**src/rtl/calc_scheduler.sv**
```systemverilog
// Round-robin scheduler that shares one calculation core between N_REQ requesters, tags each
// result with the requester id and aborts stalled calculations with a cycle-count watchdog.
module calc_scheduler #(
  parameter int unsigned N_REQ   = 2,
  parameter int unsigned DW      = 32,
  parameter int unsigned TIMEOUT = 255
) (
  input  logic                                         clk_i,
  input  logic                                         rst_ni,
  input  logic [N_REQ-1:0]                             req_valid_i,
  input  logic [N_REQ*DW-1:0]                          req_a0_i,
  input  logic [N_REQ*DW-1:0]                          req_a1_i,
  output logic [N_REQ-1:0]                             req_ready_o,
  output logic [DW-1:0]                                core_a0_o,
  output logic [DW-1:0]                                core_a1_o,
  output logic                                         core_start_o,
  input  logic                                         core_busy_i,
  input  logic [DW-1:0]                                core_result_i,
  output logic                                         resp_valid_o,
  output logic [((N_REQ > 1) ? $clog2(N_REQ) : 1)-1:0] resp_id_o,
  output logic [DW-1:0]                                resp_data_o,
  output logic                                         resp_timeout_o,
  output logic                                         sched_busy_o
);

  localparam int unsigned IDW = (N_REQ > 1) ? $clog2(N_REQ) : 1;
  localparam int unsigned CW  = $clog2(TIMEOUT + 1);

  localparam logic [2:0] StIdle    = 3'd0;
  localparam logic [2:0] StLaunch  = 3'd1;
  localparam logic [2:0] StWaitAck = 3'd2;
  localparam logic [2:0] StRun     = 3'd3;
  localparam logic [2:0] StDrain   = 3'd4;

  logic [2:0]       state_q, state_d;
  logic [IDW-1:0]   last_q, last_d;
  logic [IDW-1:0]   cur_id_q, cur_id_d;
  logic [CW-1:0]    cnt_q, cnt_d;
  logic [DW-1:0]    core_a0_q, core_a0_d;
  logic [DW-1:0]    core_a1_q, core_a1_d;
  logic             core_start_q, core_start_d;
  logic [N_REQ-1:0] req_ready_q, req_ready_d;
  logic             resp_valid_q, resp_valid_d;
  logic [IDW-1:0]   resp_id_q, resp_id_d;
  logic [DW-1:0]    resp_data_q, resp_data_d;
  logic             resp_timeout_q, resp_timeout_d;
  logic             sched_busy_q, sched_busy_d;

  // Round-robin search: lowest requester above last_q wins, else the lowest requester overall.
  logic             hi_found, lo_found, grant_found;
  logic [IDW-1:0]   hi_idx, lo_idx, grant_idx;
  logic [N_REQ-1:0] grant_oh;
  logic [DW-1:0]    grant_a0, grant_a1;

  always_comb begin
    hi_found = 1'b0;
    lo_found = 1'b0;
    hi_idx   = '0;
    lo_idx   = '0;
    for (int i = N_REQ - 1; i >= 0; i--) begin
      if (req_valid_i[i]) begin
        if (IDW'(i) > last_q) begin
          hi_found = 1'b1;
          hi_idx   = IDW'(i);
        end
        lo_found = 1'b1;
        lo_idx   = IDW'(i);
      end
    end
  end

  assign grant_found = hi_found | lo_found;
  assign grant_idx   = hi_found ? hi_idx : lo_idx;

  always_comb begin
    grant_oh = '0;
    grant_a0 = '0;
    grant_a1 = '0;
    for (int unsigned i = 0; i < N_REQ; i++) begin
      if (grant_idx == IDW'(i)) begin
        grant_oh[i] = 1'b1;
        grant_a0    = req_a0_i[i*DW +: DW];
        grant_a1    = req_a1_i[i*DW +: DW];
      end
    end
  end

  // Watchdog counter saturates at TIMEOUT instead of wrapping.
  logic [CW-1:0] cnt_inc;
  logic          cnt_limit;

  assign cnt_inc   = (cnt_q >= CW'(TIMEOUT)) ? CW'(TIMEOUT) : cnt_q + CW'(1);
  assign cnt_limit = (cnt_inc == CW'(TIMEOUT));

  always_comb begin
    state_d        = state_q;
    last_d         = last_q;
    cur_id_d       = cur_id_q;
    cnt_d          = cnt_q;
    core_a0_d      = core_a0_q;
    core_a1_d      = core_a1_q;
    core_start_d   = 1'b0;
    req_ready_d    = '0;
    resp_valid_d   = 1'b0;
    resp_id_d      = resp_id_q;
    resp_data_d    = resp_data_q;
    resp_timeout_d = resp_timeout_q;

    unique case (state_q)
      StIdle: begin
        // Stale core activity blocks any grant until the core is idle.
        if (!core_busy_i && grant_found) begin
          req_ready_d = grant_oh;
          core_a0_d   = grant_a0;
          core_a1_d   = grant_a1;
          cur_id_d    = grant_idx;
          last_d      = grant_idx;
          state_d     = StLaunch;
        end
      end
      StLaunch: begin
        core_start_d = 1'b1;
        cnt_d        = '0;
        state_d      = StWaitAck;
      end
      StWaitAck: begin
        cnt_d = cnt_inc;
        if (core_busy_i) begin
          state_d = StRun;
        end else if (cnt_limit) begin
          resp_valid_d   = 1'b1;
          resp_timeout_d = 1'b1;
          resp_data_d    = '0;
          resp_id_d      = cur_id_q;
          state_d        = StDrain;
        end
      end
      StRun: begin
        cnt_d = cnt_inc;
        // Completion wins over a watchdog expiry on the same edge.
        if (!core_busy_i) begin
          resp_valid_d   = 1'b1;
          resp_timeout_d = 1'b0;
          resp_data_d    = core_result_i;
          resp_id_d      = cur_id_q;
          state_d        = StIdle;
        end else if (cnt_limit) begin
          resp_valid_d   = 1'b1;
          resp_timeout_d = 1'b1;
          resp_data_d    = '0;
          resp_id_d      = cur_id_q;
          state_d        = StDrain;
        end
      end
      StDrain: begin
        if (!core_busy_i) begin
          state_d = StIdle;
        end
      end
      default: state_d = StIdle;
    endcase

    sched_busy_d = (state_d != StIdle);
  end

  always_ff @(posedge clk_i or negedge rst_ni) begin
    if (!rst_ni) begin
      state_q        <= StIdle;
      last_q         <= IDW'(N_REQ - 1);
      cur_id_q       <= '0;
      cnt_q          <= '0;
      core_a0_q      <= '0;
      core_a1_q      <= '0;
      core_start_q   <= 1'b0;
      req_ready_q    <= '0;
      resp_valid_q   <= 1'b0;
      resp_id_q      <= '0;
      resp_data_q    <= '0;
      resp_timeout_q <= 1'b0;
      sched_busy_q   <= 1'b0;
    end else begin
      state_q        <= state_d;
      last_q         <= last_d;
      cur_id_q       <= cur_id_d;
      cnt_q          <= cnt_d;
      core_a0_q      <= core_a0_d;
      core_a1_q      <= core_a1_d;
      core_start_q   <= core_start_d;
      req_ready_q    <= req_ready_d;
      resp_valid_q   <= resp_valid_d;
      resp_id_q      <= resp_id_d;
      resp_data_q    <= resp_data_d;
      resp_timeout_q <= resp_timeout_d;
      sched_busy_q   <= sched_busy_d;
    end
  end

  assign req_ready_o    = req_ready_q;
  assign core_a0_o      = core_a0_q;
  assign core_a1_o      = core_a1_q;
  assign core_start_o   = core_start_q;
  assign resp_valid_o   = resp_valid_q;
  assign resp_id_o      = resp_id_q;
  assign resp_data_o    = resp_data_q;
  assign resp_timeout_o = resp_timeout_q;
  assign sched_busy_o   = sched_busy_q;

endmodule
```
**config.mk**
```make
export PLATFORM = sky130hd
export DESIGN_NAME = calc_scheduler
export DESIGN_NICKNAME = d
export VERILOG_FILES = /design/src/rtl/calc_scheduler.sv
export SDC_FILE = /design/constraint.sdc
export NUM_CORES = 1
export LEC_CHECK = 0
export CAP_MARGIN = 20
export CORE_AREA = 8 8 125 127
export CTS_CLUSTER_DIAMETER = 60
export CTS_CLUSTER_SIZE = 14
export DETAILED_ROUTE_END_ITERATION = 6
export DIE_AREA = 0 0 133 135
export GPL_TIMING_DRIVEN = 0
export HOLD_SLACK_MARGIN = 0.05
export PLACE_DENSITY = 0.86
export REMOVE_ABC_BUFFERS = 1
export SLEW_MARGIN = 30
export SYNTH_ARGS = -nofsm -noshare
export SYNTH_HDL_FRONTEND = slang
export SYNTH_SLANG_ARGS = --single-unit
```
**constraint.sdc**
```tcl
create_clock -name clk_i -period 2.2 [get_ports clk_i]
set_input_delay 0.44 -clock clk_i [delete_from_list [all_inputs] [get_ports clk_i]]
set_output_delay 0.44 -clock clk_i [all_outputs]
set_load 0.01 [all_outputs]
```
==> impl_metrics.ini, run 1 <==
[sta]
tns_ns = 0
rsz0062_at_grt = no
slew_headroom_pct = 49.83
worst_pin_slew_ns = 0.7510
hold_viol = 0
finalSetupViolCount = 0
fin_crit_sh_pct = 93.90
fin_skew_ns = 0.007915
min_period_ns = 2.066
fmax_mhz = 484.1
slew_violations = 0

[finish]
drive_above_1_share_pct = 10.13
area_delta_synth_final_pct = 70.44
finish.instance_area_sq_um = 9034
num_antenna_cells = 0
nets = 954

[grt]
grt_usage_pct = 19.84
grt_pass1_wl_mm = 27.90
grt_max_degree = 70
grt_overflow = 0
grt_pass1_vias = 5268
antenna_found_initial = 0

[pwr]
power.density_nw_per_um2 = 1236
p_leak_nw = 3.986
finalPower_mw = 11.17
peakVddDrop_mv = 0.6093

[synthesis]
postSynthCellCount = 521
ys_ff_latch = 116
yosysTopAreaCell = dfrtp_1
synth_area_per_cell_sq_um = 10.17
async_flop_share_pct = 100.0
synth_cell_types = 39
yosys.area.top_type_share_pct = 54.30
synth-edff-count = 0
syn-cell-area_sq_um = 5300
synth.area.top_cells = dfrtp_1 54%, mux2i_1 12%, nand2_1 9.6%
yosysWarnings = 0
yosysMostFrequentCell = nand2_1
synthFlopType = dfrtp_1
synth_commonest_cells = 135 x nand2_1, 115 x dfrtp_1, 70 x o21ai_0
synth_seq_area_share_pct = 54.79

[route]
routedWlPerCell_um = 18.18
firstDrtPassIters = 5
wl_mm = 17.82
vias_per_cell = 5.016
vias = 4916
drtIter0Drc = 214
drc_errors = 0
ant_nets = 0

[clock_network]
insertion_delay_ns = 0.41
cts_tree = done
cts_made_buffers = 17
cts_buffer_depth = 2
cts_root_buf = clkbuf_16
clkTransAtPathRegs_ns = 0.05
cts_max_level = 4
clock-sinks = 116

[floorplan]
io_pins = 268
die_h_um = 135
dieArea_sq_um = 17960
die_x_um = 133
start_util_pct = 38.94
fp.coreArea_sq_um = 13610
row_count = 43

[critical_path]
cp-start-kind = flop
critPathLaunch = state_q[2]
r2r_slack_ns = 0.13
critPathCaptureType = flop
cp.arrival_ns = 2.35
rr_endpoint = resp_data_o[21]
slowest_stage = dfrtp_2
required_ns = 2.49
worst-path-max-fanout = 27
path_cells = nand2b_1, nor4_1, and3b_2, buf_12, o21ai_0
r2r-start = state_q[2]
reg2reg_depth = 5
crit_type = flop to flop
cp_slowest_stage_delay_ns = 0.51
critPathCapture = resp_data_o[21]

[outcome]
status = finished clean

[place]
gp_congestion = 0.8935
portBuffers = 267
placed_area_sq_um = 8293
dp_hpwl_mm = 13.40

[min_path]
hold_path.class = flop to flop
worstHoldPathCells = 2

[flow_run]
max_cap_viol_count = 0
-- worst min path at each step --
stage / start / to / slack (ns)
floorplan: rst_ni / cnt_q[0] / 0.14
detailed placement: rst_ni / core_a1_o[22] / 0.44
CTS: core_a0_o[6] / core_a0_o[6] / 0.48
global placement: core_a1_o[30] / core_a1_o[30] / 0.46
global route: core_a0_o[17] / core_a0_o[17] / 0.50
finish: core_a1_o[4] / core_a1_o[4] / 0.48
-- logic make-up (layout without fill, tap and decap cells) --
logic type | count (synthesis) | after routing | synth area share, %
and+or+nand+nor | 171 | 171 | 13.81
AOI/OAI and AO/OA | 130 | 130 | 14.92
DFF | 116 | 116 | 54.79
muxes | 64 | 64 | 12.09
buffers and inverters | 38 | 317 | 3.989
adders and majority gates | 1 | 1 | 0.2360
xor gates and xnor gates | 1 | 1 | 0.1653
-- placed cells by master, fill, tap and decap left out, types with 4 or more instances in the layout --
cell type,count
a21oi_1,6
a31oi_1,7
buf_16,8
buf_4,6
bufinv_16,5
clkbuf_16,17
clkbuf_8,4
clkdlybuf4s50_1,265
dfrtp_1,114
mux2i_1,64
nand2_1,134
nor2_1,4
nor2b_1,5
nor3_1,4
o21ai_0,70
o21ai_1,9
o21ai_2,20
-- repair_timing --
item	in CTS	in global routing
buffers inserted	2	4
endpoints found under the setup margin	30	37
gates resized for setup	3	4
hold buffers	1	0
pin swaps	0	2
endpoints found under the hold margin	67	0
-- worst max-delay path, delay by kind of cell, from the launching register on --
family,cells,cell delay (ns)
and+or+nand+nor,3,1.06
buffers and inverters,1,0.22
AOI/OAI and AO/OA,1,0.12
DFF,1,0.51
-- per-layer routing --
metal | global-route usage (%) | up-vias | wire length, um
met1 | 21.36 | 2336 | 6854
met5 | 0 | - | 0
met3 | 5.646 | 45 | 1106
li1 | - | 2345 | -
met4 | 11.36 | 0 | 654
met2 | 34.41 | 190 | 9203
-- registers in the layout, indices dropped and copies added (netlist names), 2 cells and up --
signal,cells
resp_data_o,32
core_a1_o,32
core_a0_o,32
cnt_q,8
state_q,3
req_ready_o,2
-- power breakdown --
| part | total [mW] | switching, mW | leakage [nW] | internal [mW] |
|---|---|---|---|---|
| logic | 4.47 | 2.03 | 2.20 | 2.45 |
| registers | 3.63 | 0.572 | 1.46 | 3.06 |
| clock network | 3.06 | 0.944 | 0.326 | 2.12 |
| total | 11.2 | 3.54 | 3.99 | 7.63 |
-- area by class of cell --
type	instances	area (sq um)
sequential	116	2905
timing repair buffer	285	3005
inverter	1	3.754
clock buffer	22	484.2
clock inverter	9	173.9
multi-input combinational	367	2236
tap	180	225.2
fill	1071	4578
-- stage by stage --
step | std cells | hold slack [ns] | utilization [%] | worst slack [ns]
after CTS | 976 | 0.4811 | 66.06 | 0.01488
final | 980 | 0.4755 | 66.37 | 0.1343
after detailed placement | 942 | 0.4440 | 60.92 | -0.6478
after global routing | 980 | 0.4952 | 66.37 | 0.002605
after floorplan | 484 | 0.1444 | - | -3.464
after global placement | 931 | 0.4600 | 58.70 | -6.043
Power figures use the tool's default switching activity.
==> inputs of run 2 (changes only) <==
--- a/config.mk
+++ b/config.mk
@@ -15,7 +15,7 @@
 export HOLD_SLACK_MARGIN = 0.05
 export PLACE_DENSITY = 0.86
 export REMOVE_ABC_BUFFERS = 1
-export SLEW_MARGIN = 30
+export SLEW_MARGIN = 20
 export SYNTH_ARGS = -nofsm -noshare
 export SYNTH_HDL_FRONTEND = slang
 export SYNTH_SLANG_ARGS = --single-unit
==> impl_metrics.ini, run 2 (synthesis results as in run 1) <==
[critical_path]
rr_endpoint = resp_data_o[21]
slowest_stage = clkdlybuf4s50_1
r2r_slack_ns = 0.11
crit_type = input port to flop
cp.arrival_ns = 2.41
cp-start-kind = input port
cpMostUsedCell = buf_16
required_ns = 2.47
critPathCaptureType = flop
r2r-start = cnt_q[0]
worst-path-max-fanout = 19
cp_slowest_stage_delay_ns = 0.66
path_cells = clkdlybuf4s50_1, a21boi_4, buf_16, buf_16, buf_16, mux2i_1, o21ai_0
reg2reg_depth = 6

[finish]
fill_cells = 1041
nets = 954
regArea_sq_um = 2905
area_delta_synth_final_pct = 70.35
mostFrequentLayoutCell = clkdlybuf4s50_1
multiInputGateArea_sq_um = 2242
drive_above_1_share_pct = 10.36
num_antenna_cells = 0
final_cell_mix = 266 x clkdlybuf4s50_1, 134 x nand2_1, 114 x dfrtp_1

[place]
gp_congestion = 0.8935
portBuffers = 267
dpl_worst_slack_ns = -0.6120
dp_hpwl_mm = 13.35

[clock_network]
cts_buffer_depth = 2
insertion_delay_ns = 0.41
clkTransAtPathRegs_ns = 0.05
cts_tree = done
clock-sinks = 116
cts_made_buffers = 17
cts_max_level = 4
cts_root_buf = clkbuf_16

[floorplan]
die_h_um = 135
io_pins = 268
die_x_um = 133
start_util_pct = 38.94
dieArea_sq_um = 17960
fp.coreArea_sq_um = 13610
row_count = 43

[sta]
fmax_mhz = 468.4
fin_skew_ns = 0.009359
worst_slack_ns = 0.06498
fin_crit_sh_pct = 97.05
slew_headroom_pct = 49.09
slew_violations = 0
hold_slack_ns = 0.4775
worst_pin_slew_ns = 0.7635
tns_ns = 0
hold_viol = 0
finalSetupViolCount = 0
min_period_ns = 2.135

[pwr]
peakVddDrop_mv = 0.6395
p_leak_nw = 3.967
finalPower_mw = 11.13
power.density_nw_per_um2 = 1232

[grt]
grt_overflow = 0
antenna_found_initial = 0
grt_usage_pct = 20.00
grt_pass1_wl_mm = 28.13
grt_pass1_vias = 5157
grt_max_degree = 62

[route]
firstDrtPassIters = 4
ant_nets = 0
drtIter0Drc = 216
vias_per_cell = 4.971
drc_errors = 0
routedWlPerCell_um = 18.20
wl_mm = 17.86
vias = 4877

[outcome]
status = finished clean

[min_path]
hold_path.class = flop to flop
worstHoldPathCells = 2
hold_start = core_a0_o[15]
hold_end = core_a0_o[15]

[flow_run]
max_cap_viol_count = 0
-- run 2: area by class of cell --
class / instances / share of cell area (%)
timing repair buffer: 284 / 33.19
sequential: 116 / 32.18
multi-input combinational: 368 / 24.83
clock buffer: 24 / 5.668
tap: 180 / 2.494
clock inverter: 8 / 1.594
inverter: 1 / 0.04157
-- run 2: routing by layer --
layer	wire length (um)	GRT usage [%]	vias to the layer above
li1	-	-	2352
met1	7046	22.32	2328
met2	9428	34.89	166
met3	1002	6.278	31
met4	378	7.823	0
met5	0	0	-
-- run 2: repair_timing --
item	CTS	global route
cloned	1	0
hold endpoints to repair	50	0
hold buffers	1	0
endpoints found under the setup margin	35	52
buffers inserted	2	4
gates resized for setup	3	4
pin swaps	1	0
-- run 2: worst max-delay path: cells and delay by family --
kind / cells / cell delay (ns)
compound gates: 2 / 0.43
mux: 1 / 0.28
buf+inv: 4 / 1.23
-- run 2: power by group --
group	switching, mW	internal, mW
clock	0.926	2.07
combinational	2.03	2.46
sequential	0.570	3.06
-- run 2: how the worst max path moves through the flow --
stage | startpoint | endpoint | slack, ns | cells after the start
finish | req_valid_i[1] | core_a1_o[5] | 0.06 | 7
global route | cnt_q[0] | resp_data_o[20] | -0.05 | 6
CTS | cnt_q[0] | resp_valid_o | 0.05 | 6
detailed placement | core_busy_i | core_a1_o[21] | -0.61 | 8
global placement | req_valid_i[1] | core_a1_o[5] | -6.04 | 4
floorplan | req_valid_i[1] | core_a0_o[0] | -3.46 | 3
-- run 2: metrics by stage --
stage	utilization [%]	cells	area, sq um
after floorplan	-	484	5092
after global placement	58.70	931	7990
after detailed placement	60.86	941	8284
after CTS	66.05	977	8991
after global routing	66.33	981	9029
final	66.33	981	9029
==> inputs of run 3 (changes only) <==
--- a/config.mk
+++ b/config.mk
@@ -15,7 +15,6 @@
 export HOLD_SLACK_MARGIN = 0.05
 export PLACE_DENSITY = 0.86
 export REMOVE_ABC_BUFFERS = 1
-export SLEW_MARGIN = 20
 export SYNTH_ARGS = -nofsm -noshare
 export SYNTH_HDL_FRONTEND = slang
 export SYNTH_SLANG_ARGS = --single-unit
==> impl_metrics.ini, run 3 (synthesis results as in run 1) <==
[floorplan]
start_util_pct = 38.94
io_pins = 268
die_h_um = 135
fp.coreArea_sq_um = 13610
die_x_um = 133
dieArea_sq_um = 17960
row_count = 43

[grt]
grt_usage_pct = 19.53
grt_pass1_vias = 5082
grt_pass1_wl_mm = 27.31
grt_max_degree = 100
grt_overflow = 0
antenna_found_initial = 0

[sta]
worst_pin_slew_ns = 0.5542
slew_headroom_pct = 62.98
finalSetupViolCount = 0
hold_viol = 0
tns_ns = 0
worst_slack_ns = 0.08048
fin_skew_ns = 0.01136
fin_crit_sh_pct = 96.34
rsz0062_at_grt = no
hold_slack_ns = 0.4288
min_period_ns = 2.120
fmax_mhz = 471.8
slew_violations = 0

[route]
wl_mm = 17.52
vias = 4840
ant_nets = 0
routedWlPerCell_um = 17.99
firstDrtPassIters = 4
drtIter0Drc = 229
drc_errors = 0
vias_per_cell = 4.969

[clock_network]
clock-sinks = 116
cts_root_buf = clkbuf_16
cts_tree = done
cts_made_buffers = 17
post_cts_buffers = 0
insertion_delay_ns = 0.42
clkTransAtPathRegs_ns = 0.05
cts_buffer_depth = 2
cts_max_level = 4

[critical_path]
critPathCaptureType = flop
worst-path-max-fanout = 20
required_ns = 2.48
crit_type = input port to flop
cp-start-kind = input port
cp.arrival_ns = 2.40

[finish]
drive_above_1_share_pct = 9.068
area_delta_synth_final_pct = 68.74
finish.instance_area_sq_um = 8944
nets = 947
num_antenna_cells = 0
final_cell_mix = 266 x clkdlybuf4s50_1, 135 x nand2_1, 114 x dfrtp_1
mostFrequentLayoutCell = clkdlybuf4s50_1

[flow_run]
max_cap_viol_count = 0

[min_path]
hold_path.class = input port to asynchronous set/reset pin

[place]
placed_area_sq_um = 8233
gp_congestion = 0.8935
dpl_worst_slack_ns = -0.4942
dp_hpwl_mm = 13.27
portBuffers = 267

[pwr]
p_leak_nw = 3.913
peakVddDrop_mv = 0.6241
power.density_nw_per_um2 = 1241
finalPower_mw = 11.10

[outcome]
status = finished clean
==> run 3: changes by cell type in the layout (fill, tap and decap cells not counted), sizes merged <==
cell	change
and3b	+1
buf	-7
bufinv	+1
clkbuf	-1
o21ai	-1
==> run 3: path summary, 6_finish.rpt <==
kind / start / endpoint / slack, ns / depth (start not counted)
min in group clk_i: core_a1_o[14] / core_a1_o[14] / 0.48 / 2
setup / recovery: req_valid_i[1] / core_a1_o[5] / 0.08 / 6
max in group asynchronous: rst_ni / last_q / 1.03 / 3
hold reg to reg: core_a1_o[14] / core_a1_o[14] / 0.48 / 2
setup reg to reg: state_q[2] / core_a1_o[21] / 0.15 / 6
hold / removal: rst_ni / core_a0_o[17] / 0.43 / 2
==> run 3: repair_timing <==
| item | CTS | global route |
|---|---|---|
| hold buffers | 1 | 0 |
| gates cloned | 1 | 0 |
| endpoints found under the setup margin | 54 | 50 |
| hold endpoints to repair | 17 | 0 |
| pin swaps | 0 | 1 |
| resized for setup | 6 | 3 |
==> run 3: routing by layer <==
metal	up-vias	share of wire, %	GRT usage, %
met3	34	7.0	6.426
met5	-	0	0
met4	0	2.8	9.653
met1	2295	38	21.17
li1	2336	-	-
met2	175	52	33.71
==> run 3: area by class of cell <==
| type | count | area (sq um) |
|---|---|---|
| fillers | 1039 | 4668 |
| flip-flops and latches | 116 | 2905 |
| repair buffers | 277 | 2902 |
| multi-input cells | 368 | 2256 |
| clock buffers | 23 | 478.0 |
| well taps | 180 | 225.2 |
| clock inverters | 9 | 173.9 |
| inverters | 1 | 3.754 |
==> run 3: power breakdown <==
part / internal, mW / switching, mW / leakage, nW
clock: 2.10 / 0.954 / 0.321
combinational: 2.42 / 2.01 / 2.13
sequential: 3.06 / 0.562 / 1.46
==> run 3: worst max-delay path, stage by stage <==
cell	delay, ns
clkdlybuf4s50_1	0.55
a21boi_4	0.49
buf_12	0.27
buf_16	0.20
mux2i_1	0.29
o21ai_0	0.14
==> run 3: per-stage QoR <==
step | cells | util (%)
after global routing | 974 | 65.70
after global placement | 931 | 58.70
final | 974 | 65.70
after detailed placement | 940 | 60.48
after CTS | 974 | 65.61
after floorplan | 484 | -
